## config.mk

```make
export PLATFORM = sky130hd
export DESIGN_NAME = bcd_to_bin_converter
export DESIGN_NICKNAME = d
export VERILOG_FILES = /design/src/rtl/bcd_to_bin_converter.sv
export SDC_FILE = /design/constraint.sdc
export NUM_CORES = 1
export LEC_CHECK = 0
export ABC_AREA = 0
export CAP_MARGIN = 20
export CORE_MARGIN = 3
export CORE_UTILIZATION = 55
export DETAILED_ROUTE_END_ITERATION = 7
export PLACE_DENSITY = 0.86
export SYNTH_ARGS = -nofsm -noshare
export SYNTH_HDL_FRONTEND = slang
export SYNTH_SLANG_ARGS = --single-unit
```

## constraint.sdc

```tcl
create_clock -name clk -period 2.85 [get_ports clk]
set_input_delay 0.57 -clock clk [delete_from_list [all_inputs] [get_ports clk]]
set_output_delay 0.57 -clock clk [all_outputs]
set_load 0.005 [all_outputs]
```

## src/rtl/bcd_to_bin_converter.sv

```systemverilog
// Purpose : packed multi-digit BCD word -> unsigned binary, one digit per clock, MSD first.
// Latency : out_valid rises DIGITS clocks after the accepting edge; one word per DIGITS+2 clocks.
// Backpressure: in_ready is high only in IDLE; a result is held in DONE until out_ready.
// Optional: define BCD_CHECK_EN to add the err output (any captured digit > 9).
module bcd_to_bin_converter #(
  parameter int DIGITS = 4,
  parameter int BIN_W  = 14
) (
  input  logic                  clk,
  input  logic                  rst_n,
  input  logic                  in_valid,
  output logic                  in_ready,
  input  logic [4*DIGITS-1:0]   bcd_in,
  output logic                  out_valid,
  input  logic                  out_ready,
  output logic [BIN_W-1:0]      bin_out
`ifdef BCD_CHECK_EN
  ,
  output logic                  err
`endif
);

  localparam int CNT_W = $clog2(DIGITS + 1);

  typedef enum logic [1:0] {
    IDLE = 2'd0,
    CONV = 2'd1,
    DONE = 2'd2
  } state_t;

  state_t              state_q;
  logic [BIN_W-1:0]    acc_q;
  logic [BIN_W-1:0]    acc_d;
  logic [4*DIGITS-1:0] shift_q;
  logic [CNT_W-1:0]    count_q;
  logic                in_ready_q;
  logic                out_valid_q;
  logic [BIN_W-1:0]    bin_q;
  logic [3:0]          top_digit;

`ifdef BCD_CHECK_EN
  logic                err_q;
  logic                err_acc_q;
  logic                err_acc_d;
`endif

  // Next accumulator value: acc*10 + current most-significant digit, modulo 2^BIN_W.
  always_comb begin
    top_digit = shift_q[4*DIGITS-1 -: 4];
    acc_d     = (acc_q << 3) + (acc_q << 1) + BIN_W'(top_digit);
`ifdef BCD_CHECK_EN
    err_acc_d = err_acc_q | (top_digit > 4'd9);
`endif
  end

  // Control FSM with all outputs registered.
  always_ff @(posedge clk or negedge rst_n) begin
    if (!rst_n) begin
      state_q     <= IDLE;
      acc_q       <= '0;
      shift_q     <= '0;
      count_q     <= '0;
      in_ready_q  <= 1'b1;
      out_valid_q <= 1'b0;
      bin_q       <= '0;
`ifdef BCD_CHECK_EN
      err_q       <= 1'b0;
      err_acc_q   <= 1'b0;
`endif
    end else begin
      case (state_q)
        IDLE: begin
          if (in_valid) begin
            shift_q    <= bcd_in;
            acc_q      <= '0;
            count_q    <= CNT_W'(DIGITS);
            in_ready_q <= 1'b0;
            state_q    <= CONV;
`ifdef BCD_CHECK_EN
            err_q      <= 1'b0;
            err_acc_q  <= 1'b0;
`endif
          end
        end
        CONV: begin
          acc_q   <= acc_d;
          shift_q <= shift_q << 4;
          count_q <= count_q - CNT_W'(1);
`ifdef BCD_CHECK_EN
          err_acc_q <= err_acc_d;
`endif
          if (count_q == CNT_W'(1)) begin
            bin_q       <= acc_d;
            out_valid_q <= 1'b1;
            state_q     <= DONE;
`ifdef BCD_CHECK_EN
            err_q       <= err_acc_d;
`endif
          end
        end
        DONE: begin
          if (out_ready) begin
            out_valid_q <= 1'b0;
            in_ready_q  <= 1'b1;
            state_q     <= IDLE;
          end
        end
        default: begin
          state_q     <= IDLE;
          in_ready_q  <= 1'b1;
          out_valid_q <= 1'b0;
        end
      endcase
    end
  end

  assign in_ready  = in_ready_q;
  assign out_valid = out_valid_q;
  assign bin_out   = bin_q;
`ifdef BCD_CHECK_EN
  assign err       = err_q;
`endif

endmodule

```

==> flow_summary_export.csv <==
group,metric,value,unit
synth,syn_nets,341,
route,vias,2283,
worst_hold_path,min_path_type,"in2async",
cells_and_area,diodes,0,
global_routing,gr-total-overflow,0,
route,drc_errors,0,
timing,grt_setup_unrepaired,"no",
cts,cts_setup_buffers,0,
placed_design,dp_hpwl,4370,um
route,routedWlPerCell,15.3,um
worst_setup_path,r2r_setup_slack,0.23,ns
placed_design,io_buffers,35,
timing,timing.hold.ws,0.211,ns
cts,root_buffer,"clkbuf_8",
pwr,ir_drop,0.580,mV
global_routing,track_usage,22.3,%
global_routing,grt_max_degree,30,
synth,synth_compound_area_share,21.1,%
worst_setup_path,end_kind,"register",
synth,synthAdderAreaFrac,12.2,%
synth,syn_inst,295,
cts,cts_tree,"done",
pwr,powerDensity,1200,mW/mm^2
cts,clock_path_buffers,2,
global_routing,grt_pass1_vias,2181,
timing,tns,0,ns
floorplanning,die_x,77.2,um
cells_and_area,areaGrowthSynthToFinish,19.1,%
synth,synth_top_cell_by_area,"dfrtp_1",
cts,htreeDepth,2,
timing,min_period_over_period,92.1,%
floorplanning,rows,25,
cells_and_area,layout-drive-gt1-share,6.65,%
cts,path_clk_slew,0.09,ns
synth,netlist_top_cells_area,"dfrtp_1 (44%), ha_1 (11%), o21ai_0 (6.8%)",
timing,max_freq,381,MHz
synth,yosys_warnings,0,
synth,synth_area,0.00279,mm^2
timing,setup_violations,0,
timing,max-slew-margin-rel,54.1,%
synth,seq_area_frac_synth,44.9,%
synth,synth_top_family_by_area,"compound AO/OA/AOI/OAI gates",
cts,numCtsBuffers,5,
cts,clkLatencyLatePin,0.31,ns
route,routed_wl,6080,um
route,first_iter_violations,152,
placed_design,gp_congestion,0.836,
cts,cts_resized,0,
route,first_pass_iters,4,
synth,synthMuxAreaShare,0,%
worst_setup_path,reg2reg_depth,9,
synth,async_flop_share,100,%
job,maxCapViolCount,0,
synth,synth_edf_count,0,
timing,fin_crit,2.62,ns
cts,clock_sinks,50,
timing,hold_violations,0,
timing,worst_pin_slew,0.688,ns
worst_setup_path,crit_fanout,4,
synth,ys.flop_type,"dfrtp_1",
synth,synth_cell_type_count,41,
pwr,static-leakage-power,1.53,nW
worst_setup_path,worstSetupPathType,"reg2reg",
timing,worst_slack,0.226,ns
synth,yosys.area_share.simple,15.9,%
floorplanning,core_region_area,0.00482,mm^2
global_routing,antenna_found_initial,0,
timing,finClkSkew,0.0102,ns
floorplanning,dieArea,0.00597,mm^2
worst_setup_path,worstPathRequired,3.04,ns
floorplanning,initial_core_util,57.9,%
timing,slew_violations,0,
synth,ys_seq_elements,50,
cts,postCtsHoldBufs,0,
worst_setup_path,cp-start-kind,"register",
worst_setup_path,arrival,2.82,ns
floorplanning,pin_count,36,
floorplanning,die_y,77.2,um
cells_and_area,final_nets,376,
route,ant_nets,0,
global_routing,grt_pass1_wl,10600,um
placed_design,pre_cts_slack,0.176,ns
pwr,total_power,3.99,mW
outcome,outcome,"finished clean",
synth,avgSynthCellArea,9.46,um^2
synth,synth_top_area_share,43.9,%
synth,synth_xor_area_share,2.82,%
route,viasPerCell,5.74,
[report_power, final]
part           internal (mW)  switching [mW]
combinational           1.04            1.22
sequential              1.03           0.259
clock                  0.196           0.246
total                   2.27            1.73
[critical path, stage by stage, from the launching register on]
cell and delay [ns]:
dfrtp_1 0.38, inv_1 0.07, fa_1 0.53, inv_1 0.07, ha_1 0.30, a21o_1 0.13
nand4_1 0.20, a2111oi_1 0.57, or4_1 0.18, o211ai_1 0.08
[registers in the layout, summed over array words and instances, names as in the netlist]
name       cells
shift_q       16
bin_out       14
acc_q         13
count_q        3
state_q        2
in_ready       1
out_valid      1
[worst paths after layout]
path,start,end
max in group asynchronous,rst_n,in_ready$_DFFE_PN1P_
worst max-delay path,acc_q[0]$_DFFE_PN0P_,bin_out[13]$_DFFE_PN0P_
worst max register to register,acc_q[0]$_DFFE_PN0P_,bin_out[13]$_DFFE_PN0P_
min in group clk,bin_out[1]$_DFFE_PN0P_,bin_out[1]$_DFFE_PN0P_
worst min-delay path,rst_n,shift_q[10]$_DFFE_PN0P_
worst min register to register,bin_out[1]$_DFFE_PN0P_,bin_out[1]$_DFFE_PN0P_
[cell families after synthesis]
kind of cell / count (synthesis)
flops: 50
xor+xnor: 9
buf+inv: 23
compound gates: 96
fa+ha+maj: 26
simple gates: 91
[cell usage in the layout (no fill, tap or decap), types with 2 or more instances in the layout]
cell | synthesis | final
clkbuf_8 | 0 | 6
o21ai_0 | 38 | 38
clkdlybuf4s50_1 | 0 | 34
nand4b_1 | 2 | 2
and2_1 | 2 | 2
inv_1 | 8 | 8
and3b_1 | 2 | 2
buf_4 | 0 | 8
fa_1 | 2 | 2
o21bai_1 | 2 | 2
a22oi_1 | 12 | 12
nand3b_1 | 2 | 2
nor2_1 | 9 | 9
xor2_1 | 4 | 4
ha_1 | 24 | 24
nand3_1 | 3 | 3
dfrtp_1 | 49 | 49
xnor2_1 | 5 | 5
nor2b_1 | 18 | 18
a22o_1 | 4 | 4
a21o_1 | 6 | 6
a21oi_1 | 23 | 23
nand2_1 | 46 | 46
[per-layer routing]
metal	track usage, %	vias to the layer above	routed length (um)
met5	0	-	0
met4	7.30	0	81
met3	3.52	6	277
met2	34.3	65	2930
met1	32.1	1099	2790
li1	-	1113	-
[cells in the mapped netlist (2+ instances only)]
cell type   n
a21o_1      6
a21oi_1    23
a22o_1      4
a22oi_1    12
and2_1      2
and3b_1     2
buf_2       2
clkbuf_1   13
dfrtp_1    49
fa_1        2
ha_1       24
inv_1       8
nand2_1    46
nand3_1     3
nand3b_1    2
nand4b_1    2
nor2_1      9
nor2b_1    18
o21ai_0    38
o21bai_1    2
xnor2_1     5
xor2_1      4
[per-stage QoR]
stage | util, % | area, um^2 | std cells
2_1_floorplan | - | 2790 | 295
3_3_place_gp | 66.9 | 3220 | 390
3_5_place_dp | 66.9 | 3220 | 390
4_1_cts | 68.9 | 3320 | 398
5_1_grt | 69.0 | 3320 | 398
6_report | 69.0 | 3320 | 398
[area by class of cell]
type	count	area, um^2
timing repair buffer	43	405
multi-input combinational	222	1460
clock inverter	2	12.5
fill	395	1490
inverter	8	30.0
sequential	50	1250
tap	67	83.8
clock buffer	6	82.6
Note: power is estimated with default switching activity, not from simulation.
